==> config.mk <==
export PLATFORM = sky130hd
export DESIGN_NAME = cone_response_compactor_flat
export DESIGN_NICKNAME = d
export VERILOG_FILES = /design/src/rtl/cone_cmp_pkg.sv /design/src/rtl/cone_response_compactor_if.sv /design/src/rtl/cone_resp_fifo.sv /design/src/rtl/cone_response_compactor.sv /design/src/flat_wrapper.sv
export SDC_FILE = /design/constraint.sdc
export NUM_CORES = 1
export LEC_CHECK = 0
export ABC_CLOCK_PERIOD_IN_PS = 7450
export CAP_MARGIN = 20
export CORE_ASPECT_RATIO = 0.7
export CORE_MARGIN = 1.5
export CORE_UTILIZATION = 25
export CTS_CLUSTER_DIAMETER = 120
export DETAILED_ROUTE_END_ITERATION = 8
export PLACE_DENSITY = 0.48
export SYNTH_ARGS = -nofsm -noshare
export SYNTH_HDL_FRONTEND = slang
export SYNTH_SLANG_ARGS = --single-unit
==> constraint.sdc <==
create_clock -name clk -period 7.45 [get_ports clk]
set_input_delay 1.49 -clock clk [delete_from_list [all_inputs] [get_ports clk]]
set_output_delay 1.49 -clock clk [all_outputs]
set_load 0.02 [all_outputs]
==> src/rtl/cone_cmp_pkg.sv <==
// Shared constants and state encoding for the cone response compactor.
package cone_cmp_pkg;

  localparam int unsigned CONE_DATA_W = 8;
  localparam int unsigned CONE_SIG_W  = 16;
  localparam logic [15:0] CONE_POLY   = 16'h1021;

  // Bit positions of the cone outputs inside a response vector.
  localparam int unsigned N6_BIT  = 0;
  localparam int unsigned N9_BIT  = 1;
  localparam int unsigned N42_BIT = 2;
  localparam int unsigned N48_BIT = 3;
  localparam int unsigned N56_BIT = 4;
  localparam int unsigned N65_BIT = 5;
  localparam int unsigned N68_BIT = 6;
  localparam int unsigned N77_BIT = 7;

  typedef enum logic [1:0] {
    CmpIdle = 2'd0,
    CmpRun  = 2'd1,
    CmpDone = 2'd2
  } cmp_state_e;

endpackage

==> src/rtl/cone_response_compactor_if.sv <==
// Response-in / raw-vector-out handshake bundle of the compactor.
interface cone_response_compactor_if #(
  parameter int unsigned DATA_W = 8
) ();
  logic              in_valid;
  logic              in_ready;
  logic [DATA_W-1:0] in_data;
  logic              out_valid;
  logic              out_ready;
  logic [DATA_W-1:0] out_data;

  modport master (
    output in_valid, in_data, out_ready,
    input  in_ready, out_valid, out_data
  );

  modport slave (
    input  in_valid, in_data, out_ready,
    output in_ready, out_valid, out_data
  );
endinterface

==> src/rtl/cone_resp_fifo.sv <==
// Synchronous FIFO with wrap-bit pointers and a registered head word.
module cone_resp_fifo #(
  parameter int unsigned DATA_W = 8,
  parameter int unsigned DEPTH  = 4
) (
  input  logic              clk,
  input  logic              rst,
  input  logic              push_i,
  input  logic [DATA_W-1:0] push_data_i,
  input  logic              pop_i,
  output logic              full_o,
  output logic              empty_o,
  output logic [DATA_W-1:0] head_o
);
  localparam int unsigned AW = $clog2(DEPTH);

  logic [AW:0]       wr_q, wr_d, rd_q, rd_d;
  logic [DATA_W-1:0] mem_q [DEPTH];
  logic [DATA_W-1:0] head_q, head_d;
  logic              do_push, do_pop;

  assign empty_o = (wr_q == rd_q);
  assign full_o  = (wr_q[AW] != rd_q[AW]) && (wr_q[AW-1:0] == rd_q[AW-1:0]);
  assign do_push = push_i && !full_o;
  assign do_pop  = pop_i && !empty_o;
  assign head_o  = head_q;

  always_comb begin
    wr_d   = wr_q + (AW + 1)'(do_push);
    rd_d   = rd_q + (AW + 1)'(do_pop);
    head_d = head_q;
    // The pushed word becomes the head when it lands in the slot the read pointer will address.
    if (do_push && (wr_q == rd_d)) begin
      head_d = push_data_i;
    end else if (do_pop) begin
      head_d = mem_q[rd_d[AW-1:0]];
    end
  end

  always_ff @(posedge clk or posedge rst) begin
    if (rst) begin
      wr_q   <= '0;
      rd_q   <= '0;
      head_q <= '0;
      for (int i = 0; i < int'(DEPTH); i++) begin
        mem_q[i] <= '0;
      end
    end else begin
      wr_q   <= wr_d;
      rd_q   <= rd_d;
      head_q <= head_d;
      if (do_push) begin
        mem_q[wr_q[AW-1:0]] <= push_data_i;
      end
    end
  end
endmodule

==> src/rtl/cone_response_compactor.sv <==
// Capture stage: buffers cone responses and folds them into a MISR signature.
// Optional golden-signature comparator enabled by CONE_CMP_GOLDEN_EN.
module cone_response_compactor
  import cone_cmp_pkg::*;
#(
  parameter int unsigned      DATA_W = CONE_DATA_W,
  parameter int unsigned      SIG_W  = CONE_SIG_W,
  parameter int unsigned      DEPTH  = 4,
  parameter logic [SIG_W-1:0] POLY   = SIG_W'(CONE_POLY)
) (
  input  logic                       clk,
  input  logic                       rst,
  cone_response_compactor_if.slave   bus,
  input  logic                       start_i,
  input  logic [15:0]                vec_total_i,
  output logic                       busy_o,
  output logic                       done_o,
  output logic [SIG_W-1:0]           signature_o,
  input  logic [SIG_W-1:0]           golden_i,
  output logic                       sig_pass_o
);
  localparam logic [1:0] StIdle = 2'(CmpIdle);
  localparam logic [1:0] StRun  = 2'(CmpRun);
  localparam logic [1:0] StDone = 2'(CmpDone);

  logic [1:0]       state_q, state_d;
  logic [SIG_W-1:0] sig_q, sig_d;
  logic [15:0]      cnt_q, cnt_d;
  logic [15:0]      total_q, total_d;
  logic             fifo_full, fifo_empty, accept;

  assign busy_o        = (state_q == StRun);
  assign done_o        = (state_q == StDone);
  assign signature_o   = sig_q;
  assign bus.in_ready  = busy_o && !fifo_full;
  assign bus.out_valid = !fifo_empty;
  assign accept        = bus.in_valid && bus.in_ready;

  cone_resp_fifo #(
    .DATA_W (DATA_W),
    .DEPTH  (DEPTH)
  ) u_fifo (
    .clk         (clk),
    .rst         (rst),
    .push_i      (accept),
    .push_data_i (bus.in_data),
    .pop_i       (bus.out_ready),
    .full_o      (fifo_full),
    .empty_o     (fifo_empty),
    .head_o      (bus.out_data)
  );

  always_comb begin
    state_d = state_q;
    sig_d   = sig_q;
    cnt_d   = cnt_q;
    total_d = total_q;
    // start wins over a same-cycle accept: the run restarts from a clean signature.
    if (start_i) begin
      sig_d   = '0;
      cnt_d   = '0;
      total_d = vec_total_i;
      state_d = (vec_total_i != 16'd0) ? StRun : StDone;
    end else if (accept) begin
      sig_d = {sig_q[SIG_W-2:0], 1'b0} ^ (sig_q[SIG_W-1] ? POLY : '0) ^ SIG_W'(bus.in_data);
      cnt_d = cnt_q + 16'd1;
      if (cnt_d == total_q) begin
        state_d = StDone;
      end
    end
  end

  always_ff @(posedge clk or posedge rst) begin
    if (rst) begin
      state_q <= StIdle;
      sig_q   <= '0;
      cnt_q   <= '0;
      total_q <= '0;
    end else begin
      state_q <= state_d;
      sig_q   <= sig_d;
      cnt_q   <= cnt_d;
      total_q <= total_d;
    end
  end

`ifdef CONE_CMP_GOLDEN_EN
  logic pass_q;

  always_ff @(posedge clk or posedge rst) begin
    if (rst) begin
      pass_q <= 1'b0;
    end else if (start_i) begin
      pass_q <= 1'b0;
    end else if (state_q == StDone) begin
      pass_q <= (sig_q == golden_i);
    end
  end

  assign sig_pass_o = pass_q;
`else
  logic unused_golden;
  assign unused_golden = ^golden_i;
  assign sig_pass_o    = 1'b0;
`endif
endmodule

==> src/flat_wrapper.sv <==
// flat-port wrapper written by rule: the top's interface ports become plain ports
module cone_response_compactor_flat import cone_cmp_pkg::*;
#(
  parameter int unsigned      DATA_W = CONE_DATA_W,
  parameter int unsigned      SIG_W  = CONE_SIG_W,
  parameter int unsigned      DEPTH  = 4,
  parameter logic [SIG_W-1:0] POLY   = SIG_W'(CONE_POLY)
)
  (clk, rst, start_i, vec_total_i, busy_o, done_o, signature_o, golden_i, sig_pass_o, bus_in_valid, bus_in_data, bus_out_ready, bus_in_ready, bus_out_valid, bus_out_data);
  cone_response_compactor_if #(.DATA_W(DATA_W)) bus_i ();
  input  logic clk;
  input  logic rst;
  input  logic start_i;
  input  logic [15:0] vec_total_i;
  output logic busy_o;
  output logic done_o;
  output logic [SIG_W-1:0] signature_o;
  input  logic [SIG_W-1:0] golden_i;
  output logic sig_pass_o;
  input wire logic [$bits(bus_i.in_valid)-1:0] bus_in_valid;
  input wire logic [$bits(bus_i.in_data)-1:0] bus_in_data;
  input wire logic [$bits(bus_i.out_ready)-1:0] bus_out_ready;
  output wire logic [$bits(bus_i.in_ready)-1:0] bus_in_ready;
  output wire logic [$bits(bus_i.out_valid)-1:0] bus_out_valid;
  output wire logic [$bits(bus_i.out_data)-1:0] bus_out_data;
  assign bus_i.in_valid = bus_in_valid;
  assign bus_i.in_data = bus_in_data;
  assign bus_i.out_ready = bus_out_ready;
  assign bus_in_ready = bus_i.in_ready;
  assign bus_out_valid = bus_i.out_valid;
  assign bus_out_data = bus_i.out_data;
  cone_response_compactor #(.DATA_W(DATA_W), .SIG_W(SIG_W), .DEPTH(DEPTH), .POLY(POLY)) u_core (.clk(clk), .rst(rst), .bus(bus_i), .start_i(start_i), .vec_total_i(vec_total_i), .busy_o(busy_o), .done_o(done_o), .signature_o(signature_o), .golden_i(golden_i), .sig_pass_o(sig_pass_o));
endmodule
Word level (Yosys, flattened, before mapping)
Index checks and enable logic that the tools add are counted.
{"block": "op_classes", "n_eq_ne": 7, "reduce_logical": 14, "add_sub_neg": 3, "n_lt_le_gt_ge": 3, "n_mux": 17, "bitwise": 4}
{"operator": "16-bit two-way mux", "n": 4}
{"operator": "8-bit two-way mux", "n": 5}
{"operator": "32-bit bitwise mux", "n": 1}
{"operator": "16-bit by 1-bit adder with 16-bit output, second input constant", "n": 1}
{"operator": "8-bit binary-select mux with 2-bit select", "n": 1}
{"operator": "8-bit demux with 2-bit select", "n": 1}
{"operator": "16-bit == test", "n": 1}
{"operator": "16-bit nonzero test", "n": 1}
{"operator": "16-bit XOR", "n": 1}
{"operator": "16-bit by 8-bit XOR with 16-bit output", "n": 1}
{"operator": "13-bit two-way mux", "n": 1}
{"operator": "2-bit two-way mux", "n": 4}
{"operator": "1-bit logical AND", "n": 7}
{"operator": "3-bit by 1-bit adder with 3-bit output", "n": 2}
{"operator": "3-bit == test", "n": 2}
{"operator": "3-bit greater-or-equal comparator, second input constant", "n": 2}
{"operator": "2-bit inverter with 3-bit output", "n": 2}
{"operator": "2-bit nonzero test", "n": 3}
{"operator": "3-bit by 1-bit < comparator with 1-bit output, second input constant", "n": 1}
{"operator": "2-bit by 1-bit == test with 1-bit output, second input constant", "n": 1}
{"operator": "2-bit == test", "n": 1}
{"operator": "2-bit == test, second input constant", "n": 1}
{"operator": "1-bit logical NOT", "n": 2}
{"operator": "2-bit AND reduction", "n": 1}
{"operator": "1-bit != test", "n": 1}
{"block": "totals", "out_inout_bits": 29, "reg_bits": 96}

Longest topological paths before layout
{"block": "depth", "ltp_word": 10, "mapped_depth": 15}

By module
A second synthesis with hierarchy kept.
{"block": "hier_totals", "cells_unflattened": 421, "area_unflattened_um2": 5009.8}
{"module": "cone_response_compactor", "cells_per_inst": 286, "seq_area_each_um2": 1251.2, "area_each_um2": 2834.0, "n_inst": 1}
{"module": "cone_resp_fifo", "cells_per_inst": 135, "seq_area_each_um2": 1151.1, "area_each_um2": 2175.8, "n_inst": 1}

Worst setup path after synthesis
OpenSTA, ideal clock, no wires.
{"block": "synth_path", "kind": "input port to flip-flop", "start": "in bus_out_ready", "end": "reg u_core.u_fifo.head_q[0], in the netlist u_core.u_fifo.head_o[0]", "cell_stages": 10, "t_required_ps": 7327, "arrival_time_ps": 3327, "setup_slack_ps": 3999, "path_cell_list": "nand2_1 -> inv_1 -> ha_1 -> ha_1 -> buf_1 -> xnor2_1 -> and4_1 -> clkbuf_2 -> buf_2 -> o21ai_1"}
{"block": "synth_via", "elab_chain_cells": 8}
{"item": "start: declaration", "line_no": "flat_wrapper.sv:22", "text": "input wire logic [$bits(bus_i.out_ready)-1:0] bus_out_ready;"}
{"item": "1-bit logical AND *", "line_no": "cone_resp_fifo.sv:25", "text": "assign do_pop = pop_i && !empty_o;"}
{"item": "3-bit by 1-bit adder with 3-bit output *", "line_no": "cone_resp_fifo.sv:30", "text": "rd_d = rd_q + (AW + 1)'(do_pop);"}
{"item": "named net u_core.u_fifo.rd_d[1]", "line_no": "cone_resp_fifo.sv:17", "text": "logic [AW:0] wr_q, wr_d, rd_q, rd_d;"}
{"item": "2-bit inverter with 3-bit output (implied by the code)", "line_no": "cone_resp_fifo.sv:36", "text": "head_d = mem_q[rd_d[AW-1:0]];"}
{"item": "8-bit binary-select mux with 2-bit select", "line_no": "cone_resp_fifo.sv:36"}
{"item": "8-bit two-way mux (implied by the code) (2 in a row)", "line_no": "cone_resp_fifo.sv:36"}
{"item": "8-bit two-way mux", "line_no": "cone_resp_fifo.sv:35", "text": "end else if (do_pop) begin"}
{"item": "8-bit two-way mux", "line_no": "cone_resp_fifo.sv:33", "text": "if (do_push && (wr_q == rd_d)) begin"}
{"item": "end signal: assignment", "line_no": "cone_resp_fifo.sv:44", "text": "head_q <= '0;"}
{"item": "end signal: assignment", "line_no": "cone_resp_fifo.sv:51", "text": "head_q <= head_d;"}
{"item": "end: declaration", "line_no": "cone_resp_fifo.sv:19", "text": "logic [DATA_W-1:0] head_q, head_d;"}
The timed path passes the listed nets; every way through them passes the cells marked *. The select of a mux whose other input is x is not followed.
A chain may end at the register's enable or synchronous reset.

Final worst setup path
{"block": "layout_path", "start": "in bus_out_ready", "end": "reg u_core.u_fifo.head_q[1], in the netlist u_core.u_fifo.head_o[1]"}
The elaborated chain is that of the path after synthesis.

==> summary.txt <==
STA
  – Minimum clock period: 4050 ps
  – Tcrit/Tclk final: 0.543
  – Fmax: 0.247 GHz
  – Slew Limit Fails: 0
  – Clock skew: 3.56 ps
  – Unrepaired setup endpoints after global routing: no
  – Worst-Margin Slew: 1040 ps
  – Final setup violation count: 0
  – Fin worst setup slack: 3400 ps
  – Final Hold Viols: 0
  – Setup TNS: 0 ps
  – Rel. slew slack: 0.307

Yosys
  – Yosys cell types: 55
  – Post-Synth Simple-Gate Area: 0.124
  – Compound-Gate Fraction of Synth Area: 0.0594
  – Mapped Area: 4890 um2
  – FF+latch count, synth: 96
  – Post-synthesis cell count: 408
  – YS warnings: 0
  – Syn avg cell area: 12.0 um2
  – Post-synthesis xor/xnor area fraction: 0.0914
  – Proportion of synthesized area in mux cells: 0.189
  – Largest family of logic cells by synthesized area: multiplexers
  – Post-synth EDFFs: 0
  – Post-synthesis adder-cell area fraction: 0.0128
  – Async set-reset flop share out of synthesis: 1.00
  – Synthesized Nets: 458
  – Top_reg_cell synth: dfrtp_1
  – Post-synthesis sequential area ratio: 0.491

Routing
  – Per-cell routed wire length: 15.8 um
  – ANT nets after route: 0
  – Total iterations of the first detailed-routing run: 4
  – Vias after detailed routing: 3,224
  – WL final: 11.4 mm
  – Vias per inst: 4.47
  – DRT iter0 DRCs: 103
  – # DRC: 0

Floorplanning
  – Initial core utilization: 0.257
  – Core area: 19,000 um2
  – Row count: 42
  – Chip Width: 170 um
  – Die height: 120 um
  – Ports: 74
  – Die ar.: 20,400 um2

Clock network
  – CTS clk-pin slew, worst paths: 60 ps
  – Cts-stage hold buffer count: 0
  – Worst skew pair latency: 350 ps
  – CTS sink cnt: 96
  – CTS Buf Count: 9
  – CTS H-tree depth: 3
  – CTS Buffer Depth: 2
  – CTS tree: yes
  – CTS root buf: clkbuf_16
  – Post-CTS Resized: 0
  – # Post-CTS Setup Buffers: 0

Pwr
  – Max VDD drop: 142 uV
  – Design Power: 2.04 mW
  – Pwr/cell area: 340 nW/um2
  – P_leak: 2.42 nW

Finish
  – Fin util: 0.316
  – Share of layout cells above drive strength 1: 0.188
  – Non-filler cells, final: 721
  – Multi-input logic area: 2330 um2
  – Ant. Diodes: 0
  – Register Area: 2400 um2
  – Area growth, synth to finish: 23.0%
  – # nets final: 502
  – FILL cells: 1,960

Worst hold path
  – Worst hold path depth: 1
  – HP Class: reg -> reg
  – Hold Path Origin: u_core.u_fifo.mem_q[7]
  – Hold EP: u_core.u_fifo.mem_q[7]

Setup path
  – Crit path launch type: input port
  – R2r startpoint: u_core.u_fifo.wr_q[1]
  – Crit-path max cell delay: 660 ps
  – Worst EP required: 7650 ps
  – CP Capture Type: flop
  – Register-to-register setup slack: 3940 ps
  – Slowest cell on the critical path: ha_1
  – RR Endpoint: u_core.u_fifo.head_o[1]
  – CP dominant cell by count: ha_1
  – Critical path peak fanout: 16
  – WP data arrival: 4250 ps
  – Critical path class: in -> reg
  – Worst Reg-to-Reg Cells: 10
  – Cells along the critical path: clkdlybuf4s50_1 > nand2_1 > inv_1 > ha_1 > ha_1 > xnor2_1 > and4_1 > o21ai_0

Status
  – Status: finished clean

Placed design
  – Cells after DPL: 705
  – Dpl hpwl: 7.76 mm
  – Place WS: 2990 ps
  – Port Buf Inserts: 56
  – Global placer's final weighted congestion: 0.744

Global route
  – First-pass GRT wire length: 18.5 mm
  – Initial antenna violation count: 0
  – Largest net degree at the start of global routing: 75
  – Vias in the first global route: 3,308
  – Global-route congestion overflow total: 0
  – GRT Total Usage: 0.120

Job
  – MaxCap Viol Count: 0
## sequential cells by signal, summed over array words and instances, names as in the netlist
name,cells
u_core.cnt_q,16
u_core.u_fifo.mem_q,32
u_core.total_q,16
u_core.u_fifo.head_o,8
u_core.signature_o,16
u_core.u_fifo.rd_q,3
u_core.u_fifo.wr_q,3
u_core.state_q,2
## synth_stat cells (2+ instances only)
cell type | count | area share
nand2b_1 | 2 | 0.0026
nand3_1 | 5 | 0.0051
nand2_1 | 21 | 0.016
mux4_2 | 8 | 0.037
ha_1 | 5 | 0.013
nor3b_1 | 2 | 0.0031
o31a_1 | 2 | 0.0036
xnor2_1 | 25 | 0.045
buf_2 | 7 | 0.0072
xor2_1 | 26 | 0.047
and3_1 | 5 | 0.0064
o21ai_1 | 2 | 0.0020
nor4_1 | 4 | 0.0051
clkbuf_1 | 6 | 0.0046
nor3_1 | 3 | 0.0031
clkbuf_2 | 2 | 0.0020
nand4_1 | 8 | 0.010
or3_1 | 3 | 0.0038
buf_6 | 3 | 0.0069
o2111ai_1 | 2 | 0.0036
buf_4 | 5 | 0.0077
dfrtp_1 | 96 | 0.49
mux2i_1 | 19 | 0.039
a21oi_1 | 2 | 0.0020
a211oi_1 | 10 | 0.015
o21ai_0 | 11 | 0.011
inv_1 | 3 | 0.0023
and4_1 | 4 | 0.0072
mux2_2 | 49 | 0.11
nor2_1 | 42 | 0.032
nor2b_1 | 2 | 0.0026
## cells in the final DEF (no fill, tap or decap), types with 4 or more instances in the layout
master           instances
dfrtp_1                 96
clkdlybuf4s50_1         55
mux2_2                  49
nor2_1                  42
xor2_1                  26
xnor2_1                 25
nand2_1                 21
mux2i_1                 19
o21ai_0                 11
a211oi_1                10
clkbuf_16                9
nand4_1                  8
mux4_2                   8
and3_1                   5
nand3_1                  5
ha_1                     5
and4_1                   4
nor4_1                   4
bufinv_16                4
## report_power, final
group	switching (mW)	internal (mW)
Sequential	0.110	0.672
Clock	0.199	0.370
Combinational	0.319	0.374
## final cells by class
type,instances,area share
Inverter,3,0.00229
Sequential cell,96,0.400
Tap cell,264,0.0549
Clock inverter,6,0.0216
Timing Repair Buffer,57,0.0937
Multi-Input combinational cell,285,0.388
Clock buffer,10,0.0398
## routing by layer
layer / track usage / share of wire / up-vias
met5: 0 / 0 / -
met4: 0.0310 / 0.010 / 0
met3: 0.0399 / 0.045 / 9
met2: 0.165 / 0.43 / 53
met1: 0.177 / 0.52 / 1627
li1: - / - / 1535
## per-stage QoR
stage | area, um2 | hold slack [ps]
floorplan | 4890 | 474
global placement | 5640 | 482
detailed placement | 5640 | 489
CTS | 6010 | 505
global route | 6010 | 512
finish | 6010 | 504
## kinds of logic after synthesis
logic type                 Yosys count
buffers and inverters               27
adders and majority gates            5
other                                1
and+or+nand+nor                    112
muxes                               76
AOI/OAI and AO/OA                   40
DFF                                 96
xor gates and xnor gates            51
## critical path: cells and delay by family
family	cells	cell delay [ps]
compound gates	1	190
fa+ha+maj	2	860
xor+xnor	1	170
simple gates	2	1030
buf+inv	2	500
## worst max path at each step
stage / from / to / cells after the start
after global placement: bus_out_ready / u_core.u_fifo.head_o[5] / 8
after detailed placement: bus_out_ready / u_core.u_fifo.head_o[2] / 8
after CTS: bus_out_ready / u_core.u_fifo.head_o[6] / 8
final: bus_out_ready / u_core.u_fifo.head_o[1] / 8
after global routing: bus_out_ready / u_core.u_fifo.head_o[6] / 8
after floorplan: rst / u_core.cnt_q[0] / 1
(Power assumes the default switching activity.)
